### src/rtl/bcd_counter_display.sv
// bcd_counter_display
//   Multi-digit BCD up/down counter with synchronous load and an internal tick
//   prescaler. It drives a time-multiplexed, common-anode seven-segment display.
//
// Ports
//   clk       system clock
//   rst_n     asynchronous active-low reset
//   enable    count enable, sampled on tick
//   load      synchronous load strobe (has priority over counting)
//   up_down   1 = count up, 0 = count down
//   w         BCD load value, digit i at w[4i+3:4i]
//   count     current BCD value
//   wrap      one-cycle pulse on a full-range wrap (all-9s <-> all-0s)
//   load_err  one-cycle pulse after a load that contained a nibble > 9
//   seg       segments a..g, active-low, seg[0] = a
//   digit     anodes, active-low, one-hot-low while scanning
module bcd_counter_display #(
    parameter int unsigned NUM_DIGITS  = 4,
    parameter int unsigned TICK_DIV    = 100000000,
    parameter int unsigned REFRESH_DIV = 100000,
    parameter bit          BLANK_LZ    = 1'b0
) (
    input  logic                    clk,
    input  logic                    rst_n,
    input  logic                    enable,
    input  logic                    load,
    input  logic                    up_down,
    input  logic [4*NUM_DIGITS-1:0] w,
    output logic [4*NUM_DIGITS-1:0] count,
    output logic                    wrap,
    output logic                    load_err,
    output logic [0:6]              seg,
    output logic [NUM_DIGITS-1:0]   digit
);

    localparam int unsigned TickW = (TICK_DIV > 1) ? $clog2(TICK_DIV) : 1;
    localparam int unsigned RefW  = (REFRESH_DIV > 1) ? $clog2(REFRESH_DIV) : 1;
    localparam int unsigned IdxW  = (NUM_DIGITS > 1) ? $clog2(NUM_DIGITS) : 1;

    localparam logic [TickW-1:0] TickMax = TickW'(TICK_DIV - 1);
    localparam logic [RefW-1:0]  RefMax  = RefW'(REFRESH_DIV - 1);
    localparam logic [IdxW-1:0]  IdxMax  = IdxW'(NUM_DIGITS - 1);

    // Active-low segment pattern, bit 6 = a ... bit 0 = g.
    function automatic logic [6:0] seg_decode(input logic [3:0] nib);
        logic [6:0] pat;
        case (nib)
            4'd0:    pat = 7'b0000001;
            4'd1:    pat = 7'b1001111;
            4'd2:    pat = 7'b0010010;
            4'd3:    pat = 7'b0000110;
            4'd4:    pat = 7'b1001100;
            4'd5:    pat = 7'b0100100;
            4'd6:    pat = 7'b0100000;
            4'd7:    pat = 7'b0001111;
            4'd8:    pat = 7'b0000000;
            4'd9:    pat = 7'b0000100;
            default: pat = 7'b1111111;
        endcase
        return pat;
    endfunction

    logic [TickW-1:0]        tick_cnt_q, tick_cnt_d;
    logic [RefW-1:0]         ref_cnt_q, ref_cnt_d;
    logic [IdxW-1:0]         idx_q, idx_d;
    logic [4*NUM_DIGITS-1:0] count_q, count_d;
    logic                    wrap_q, wrap_d;
    logic                    load_err_q, load_err_d;
    logic [6:0]              seg_q, seg_d;
    logic [NUM_DIGITS-1:0]   digit_q, digit_d;

    logic                    tick;
    logic                    ref_wrap;
    logic [4*NUM_DIGITS-1:0] step_val;
    logic [4*NUM_DIGITS-1:0] load_val;
    logic                    carry;
    logic                    bad_nib;
    logic [3:0]              cnt_nib;
    logic [3:0]              w_nib;
    logic [3:0]              sel_nib;
    logic                    zero_above;

    // Free-running prescaler, independent of load and enable.
    always_comb begin
        tick       = (tick_cnt_q == TickMax);
        tick_cnt_d = tick ? '0 : tick_cnt_q + 1'b1;
    end

    // Counter next state: load > (tick & enable) > hold.
    always_comb begin
        step_val   = count_q;
        load_val   = '0;
        carry      = 1'b1;
        bad_nib    = 1'b0;
        cnt_nib    = '0;
        w_nib      = '0;
        count_d    = count_q;
        wrap_d     = 1'b0;
        load_err_d = 1'b0;

        // Ripple carry/borrow; carry out of the top digit is the wrap condition.
        for (int i = 0; i < int'(NUM_DIGITS); i++) begin
            cnt_nib = count_q[4*i +: 4];
            if (carry) begin
                if (up_down) begin
                    if (cnt_nib == 4'd9) begin
                        step_val[4*i +: 4] = 4'd0;
                    end else begin
                        step_val[4*i +: 4] = cnt_nib + 4'd1;
                        carry              = 1'b0;
                    end
                end else begin
                    if (cnt_nib == 4'd0) begin
                        step_val[4*i +: 4] = 4'd9;
                    end else begin
                        step_val[4*i +: 4] = cnt_nib - 4'd1;
                        carry              = 1'b0;
                    end
                end
            end
        end

        // Invalid load nibbles are stored as zero.
        for (int i = 0; i < int'(NUM_DIGITS); i++) begin
            w_nib = w[4*i +: 4];
            if (w_nib > 4'd9) begin
                bad_nib = 1'b1;
            end else begin
                load_val[4*i +: 4] = w_nib;
            end
        end

        if (load) begin
            count_d    = load_val;
            load_err_d = bad_nib;
        end else if (tick && enable) begin
            count_d = step_val;
            wrap_d  = carry;
        end
    end

    // Scan slot timing and digit index.
    always_comb begin
        ref_wrap  = (ref_cnt_q == RefMax);
        ref_cnt_d = ref_wrap ? '0 : ref_cnt_q + 1'b1;
        idx_d     = idx_q;
        if (ref_wrap) begin
            idx_d = (idx_q == IdxMax) ? '0 : idx_q + 1'b1;
        end
    end

    // Display drive, registered from the current index and count.
    always_comb begin
        digit_d    = '1;
        seg_d      = 7'b1111111;
        sel_nib    = '0;
        zero_above = 1'b1;
        // Walk from the top digit so zero_above means "this and all higher digits are 0".
        for (int i = int'(NUM_DIGITS) - 1; i >= 0; i--) begin
            zero_above = zero_above && (count_q[4*i +: 4] == 4'd0);
            if (IdxW'(i) == idx_q) begin
                sel_nib    = count_q[4*i +: 4];
                digit_d[i] = 1'b0;
                if (BLANK_LZ && (i > 0) && zero_above) begin
                    seg_d = 7'b1111111;
                end else begin
                    seg_d = seg_decode(sel_nib);
                end
            end
        end
    end

    always_ff @(posedge clk or negedge rst_n) begin
        if (!rst_n) begin
            tick_cnt_q <= '0;
            ref_cnt_q  <= '0;
            idx_q      <= '0;
            count_q    <= '0;
            wrap_q     <= 1'b0;
            load_err_q <= 1'b0;
            seg_q      <= 7'b1111111;
            digit_q    <= '1;
        end else begin
            tick_cnt_q <= tick_cnt_d;
            ref_cnt_q  <= ref_cnt_d;
            idx_q      <= idx_d;
            count_q    <= count_d;
            wrap_q     <= wrap_d;
            load_err_q <= load_err_d;
            seg_q      <= seg_d;
            digit_q    <= digit_d;
        end
    end

    assign count    = count_q;
    assign wrap     = wrap_q;
    assign load_err = load_err_q;
    assign seg      = seg_q;
    assign digit    = digit_q;

endmodule
### config.mk
export PLATFORM = sky130hd
export DESIGN_NAME = bcd_counter_display
export DESIGN_NICKNAME = d
export VERILOG_FILES = /design/src/rtl/bcd_counter_display.sv
export SDC_FILE = /design/constraint.sdc
export NUM_CORES = 1
export LEC_CHECK = 0
export CAP_MARGIN = 20
export CELL_PAD_IN_SITES_DETAIL_PLACEMENT = 0
export CELL_PAD_IN_SITES_GLOBAL_PLACEMENT = 1
export CORE_MARGIN = 2
export CORE_UTILIZATION = 48
export DETAILED_ROUTE_END_ITERATION = 10
export GPL_TIMING_DRIVEN = 0
export PLACE_DENSITY = 0.85
export SLEW_MARGIN = 20
export SYNTH_ARGS = -nofsm -noshare
export SYNTH_HDL_FRONTEND = slang
export SYNTH_SLANG_ARGS = --single-unit
### constraint.sdc
create_clock -name clk -period 4.6 [get_ports clk]
set_clock_uncertainty 0.05 [all_clocks]
set_input_delay 0.92 -clock clk [delete_from_list [all_inputs] [get_ports clk]]
set_output_delay 0.92 -clock clk [all_outputs]
set_load 0.02 [all_outputs]
* Word-level counts from Yosys, hierarchy flattened
Memory sizes are Yosys's and may differ from the RTL's. Index checks and enable logic that the tools add are counted.
Cells by class: add/subtract/negate cells 11, $lt $le $gt $ge 4, eq/ne operators 10, mux-type cells 54, reduce and logical (&&, ||, !) cells 13
Operator list (number):
- 4-bit two-way mux | 19
- 16-bit two-way mux | 2
- 7-bit two-way mux | 4
- 27-bit by 1-bit adder with 27-bit output, second input constant | 1
- 27-bit equality test, second input constant | 1
- 27-bit two-way mux | 1
- 1-bit two-way mux | 26
- 17-bit by 1-bit adder with 17-bit output, second input constant | 1
- 17-bit equality test, second input constant | 1
- 17-bit two-way mux | 1
- 4-bit by 1-bit adder with 4-bit output, second input constant | 4
- 4-bit equality test, second input constant | 4
- 4-bit greater-than comparator, second input constant | 4
- 4-bit logical NOT | 4
- 4-bit by 1-bit subtractor with 4-bit output, second input constant | 4
- 2-bit nonzero test | 4
- 2-bit AND reduction | 3
- 2-bit equality test, first input constant | 2
- 2-bit by 1-bit adder with 2-bit output, second input constant | 1
- 1-bit by 2-bit equality test with 1-bit output, first input constant | 1
- 2-bit equality test, second input constant | 1
- 2-bit logical NOT | 1
- 2-bit two-way mux | 1
- 1-bit logical AND | 1
Word-level totals: flip-flop bits (word level) 75, ROM bits 448, output and inout bits 29, logic and storage cells 107, memories 4
Memory list:
- (no name shown) | depth 16, bits a word 7, rd ports 1, clocked after Yosys merged registers in 0, wr ports 0, line 47 | case (nib)
- (no name shown) | depth 16, bits a word 7, rd ports 1, clocked after Yosys merged registers in 0, wr ports 0, line 47
- (no name shown) | depth 16, bits a word 7, rd ports 1, clocked after Yosys merged registers in 0, wr ports 0, line 47
- (no name shown) | depth 16, bits a word 7, rd ports 1, clocked after Yosys merged registers in 0, wr ports 0, line 47

* Logic depth before layout (Yosys ltp)
word-level depth 8, mapped depth 8, mapped depth without buffers 7

* Worst setup path after synthesis
OpenSTA, ideal clock, no wires.
path kind register to register, from register count_q[5], in the netlist count[5], to register count_q[8], in the netlist count[8], arrival time 2.296 ns, path slack 2.130 ns, stages on the path, launching flop included 8, clock period less this slack 2.470 ns, cells stage by stage dfrtp_1 -> clkbuf_1 -> inv_1 -> ha_1 -> nor4b_1 -> o221ai_1 -> o31ai_1 -> mux2_2
Between the ends: longest elaborated chain between the ends 6, elaborated cells on any way between the ends 8, those cells by class eq/ne: 1; mux: 4; reduce/logical: 3
RTL lines:
- from (decl) | line 66 | logic [4*NUM_DIGITS-1:0] count_q, count_d;
- from (signal assigned) | line 187 | count_q <= count_d;
- 4-bit equality test / 4-bit logical NOT (equally long branches)
- 1-bit two-way mux, on equally long branches | line 106, 113
- 1-bit two-way mux * | line 105 | if (up_down) begin
- 1-bit two-way mux * | line 104 | if (carry) begin
- 2-bit nonzero test (no source line) *
- 2-bit AND reduction (no source line) *
Every way passes the cells marked *; elsewhere a longest branch is shown, timed or not. A chain may end at the register's enable or synchronous reset.

* Worst setup path in the final report
from input port up_down, to register count_q[14], in the netlist count[14]
Between the ends: longest elaborated chain between the ends 5, elaborated cells on any way between the ends 11, those cells by class mux: 9; reduce/logical: 2
RTL lines:
- from (decl) | line 27 | input logic up_down,
- 1-bit two-way mux | line 105
- 1-bit two-way mux (2 in series) | line 104
- 2-bit nonzero test (no source line)
- 2-bit AND reduction (no source line)
Parallel ways exist; a longest one is shown, timed or not. The select of a mux whose other input is x is not followed.

==> impl_metrics.ini <==
[clock_tree]
htree_num_levels = 3
path_clk_slew_ns = 0.08
cts_resized = 0
clk_path_buf_depth = 2
cts_hold_buf = 0
cts_sinks = 75
root_buffer = clkbuf_8
cts_tree = done
worstSkewPairLatency_ns = 0.35
cts_buffers = 9
postCtsSetupBuffers = 0

[grt]
gr-total-overflow = 0
grt_pass1_vias = 4217
grt_antenna_before_repair = 0
grt_max_degree = 51
grt_pass1_wl_mm = 20.9
grt.total_usage = 0.231

[logic_synthesis]
syn_inst = 572
syn_area_per_cell_sq_um = 8.80
synth_area_leaders = dfrtp_1 32%, ha_1 7.5%, dfstp_2 5.7%, o21ai_0 5.6%, xnor2_1 4.0%
yosysTopAreaCell = dfrtp_1
seq_area_frac_synth = 0.376
synth_top_family_by_area = simple AND/OR/NAND/NOR gates
synthAdderAreaFrac = 0.0746
yosys.area_share.xor_xnor = 0.0696
synth_common_cells = 64 x dfrtp_1, 56 x o21ai_0, 50 x nor2_1
syn_area_sq_um = 5030
synth.most_common_cell = dfrtp_1
synthFlopType = dfrtp_1
yosysWarnings = 0
syn_nets = 623
yosys.area_share.simple = 0.221
synth.distinct_cells = 62
synth_edf_count = 0
synth_mux_area_frac = 0.0465
async_reset_ff_frac = 1.00
synth_top_cell_area_share = 0.318
ys_seq_elements = 75
synth_compound_area_frac = 0.170

[timing]
rsz0062_at_grt = no
setup_viol = 0
worst_slew_pin_slew_ns = 0.896
fin_crit_sh = 0.692
max_slew_margin = 0.397
hold_violations = 0
setup-tns-final_ns = 0
drv_slew = 0
max_clock_freq_mhz = 314
fin_crit_ns = 3.18
fin_hold_ws_ns = 0.434

[floorplanning]
io_pins = 50
die_x_microns = 106
rows = 37
coreArea_sq_um = 10200
initial_core_util = 0.492
dieHeight_microns = 106
die-area_sq_um = 11300

[setup_path]
r2r_end = count[8]
cp-endpoint = count[14]
worstSetupStartpointType = primary input
path_cells = clkdlybuf4s50_1 -> clkbuf_1 -> inv_1 -> clkbuf_1 -> a21oi_1 -> o2bb2ai_1 -> mux2i_1 -> o21ai_0
critPathKind = in -> reg
rrSetupSlack_ns = 1.59
critPathCaptureType = flop
startpoint = up_down
cp_max_fo = 10
cpMaxStageDelayCell = clkdlybuf4s50_1
timing.critical_path.slowest_cell_delay_ns = 0.60
path_common_cell = clkbuf_1
rr_worst_depth = 7
cp_data_required_time_ns = 4.81
timing.rr.start = count[5]
crit_arrival_ns = 3.39

[detailed_routing]
wl_per_cell_microns = 16.3
route.detailed.drc = 0
vias_per_cell = 5.65
drtPass1Iterations = 5
postRouteAntennaNets = 0
routed_wl_mm = 12.6
vias = 4367
drt_iter0_markers = 233

[power_and_ir_drop]
ir_drop_mv = 0.177
cellPowerDensity_nw_per_um2 = 314
swShare = 0.339
power_frac_clock = 0.293
intPower_uw = 1230
sequentialPowerShare = 0.401
cellLeakagePower_uw = 0.00249
p_comb_frac = 0.306
p_sw_uw = 631

[finish]
area_delta_synth_final_pct = 17.7
n_antenna_cell = 0
drive_gt1_frac = 0.0706
fin_nets = 683
final_area_sq_um = 5920
finalNonFillerCells = 773

[placed_design]
port_buffers = 48
hpwl_mm = 9.37
place_inst = 757
post_dp_cell_area_sq_um = 5710
gp_congestion = 0.908

[worst_hold_path]
hold_path.class = in -> async

[run_status]
status = completed

[flow_run]
cap_violations = 0
-- worst min-delay path by stage --
stage                             from              to  depth (start not counted)
after floorplan           ref_cnt_q[0]    ref_cnt_q[0]                          1
after global placement    ref_cnt_q[0]    ref_cnt_q[0]                          1
after detailed placement  ref_cnt_q[0]    ref_cnt_q[0]                          1
after CTS                        rst_n  tick_cnt_q[14]                          1
after global routing             rst_n  tick_cnt_q[14]                          1
final                            rst_n  tick_cnt_q[14]                          1
-- flip-flops by register name, summed over array words and instances, names as in the netlist --
| register | count |
|---|---|
| idx_q | 2 |
| wrap | 1 |
| load_err | 1 |
| seg | 7 |
| tick_cnt_q | 27 |
| count | 16 |
| digit | 4 |
| ref_cnt_q | 17 |
-- cell families after synthesis --
kind of cell,Yosys count
buffers and inverters,55
multiplexers,22
AO/OA/AOI/OAI,139
AND/OR/NAND/NOR,211
adder cells (fa/ha/maj),30
flip-flops,75
XOR/XNOR,40
-- power groups by stage --
stage / sequential [uW] / combinational, uW / clock (uW)
2_1_floorplan: 787 / 317 / 0
3_3_place_gp: 757 / 553 / 0
3_5_place_dp: 758 / 562 / 0
4_1_cts: 746 / 565 / 557
5_1_grt: 754 / 625 / 585
6_report: 746 / 569 / 546
-- stage by stage --
stage	worst slack, ns	util	total power (uW)
CTS	1.54	0.579	1870
floorplan	2.13	-	1100
detailed placement	1.14	0.558	1320
finish	1.42	0.579	1860
global placement	-0.00104	0.555	1310
global route	1.34	0.579	1960
-- area by class of cell --
cell class | instances | area (sq um)
clock inverters | 3 | 45.0
flip-flops and latches | 75 | 1890
well taps | 136 | 170
plain buffers | 25 | 105
inverters | 30 | 113
multi-input cells | 442 | 2920
clock buffers | 13 | 169
repair buffers | 49 | 505
fillers | 935 | 4310
-- metal layers --
layer  part of all wire  global-route usage  wire length, microns  up-vias
li1                   -                   -                     -     2158
met1               0.47               0.317                  5890     2084
met2               0.47               0.378                  5970      106
met3              0.047              0.0356                   596       19
met4              0.014              0.0677                   176        0
met5                  0                   0                     0        -
-- placed cells by master (no fill, tap or decap), types with 3 or more instances in the layout --
| cell | count |
|---|---|
| nor3_1 | 13 |
| or4_1 | 3 |
| nor2b_1 | 12 |
| nor4b_1 | 3 |
| o2bb2ai_1 | 3 |
| a221oi_1 | 3 |
| ha_1 | 30 |
| and3_1 | 11 |
| a21o_1 | 6 |
| dfstp_2 | 11 |
| nand2_1 | 42 |
| a21oi_1 | 26 |
| or3_1 | 4 |
| o21a_1 | 4 |
| clkbuf_8 | 12 |
| xor2_1 | 17 |
| nor4_1 | 4 |
| o22ai_1 | 8 |
| clkdlybuf4s50_1 | 47 |
| a22oi_1 | 3 |
| inv_1 | 28 |
| mux2_2 | 7 |
| nor2_1 | 50 |
| o21ai_0 | 56 |
| a31oi_1 | 6 |
| o21bai_1 | 3 |
| clkbuf_1 | 25 |
| nand3_1 | 31 |
| nor3b_1 | 4 |
| mux2i_1 | 14 |
| xnor2_1 | 23 |
| nand4_1 | 7 |
| dfrtp_1 | 64 |
| nand2b_1 | 8 |
| and4_1 | 4 |
| o31ai_1 | 4 |
-- worst max-delay path: cells and delay by family --
kind | cells | cell delay [ns]
buffers and inverters | 4 | 1.71
AO/OA/AOI/OAI | 3 | 0.66
multiplexers | 1 | 0.10
Note: power is estimated with default switching activity, not from simulation.
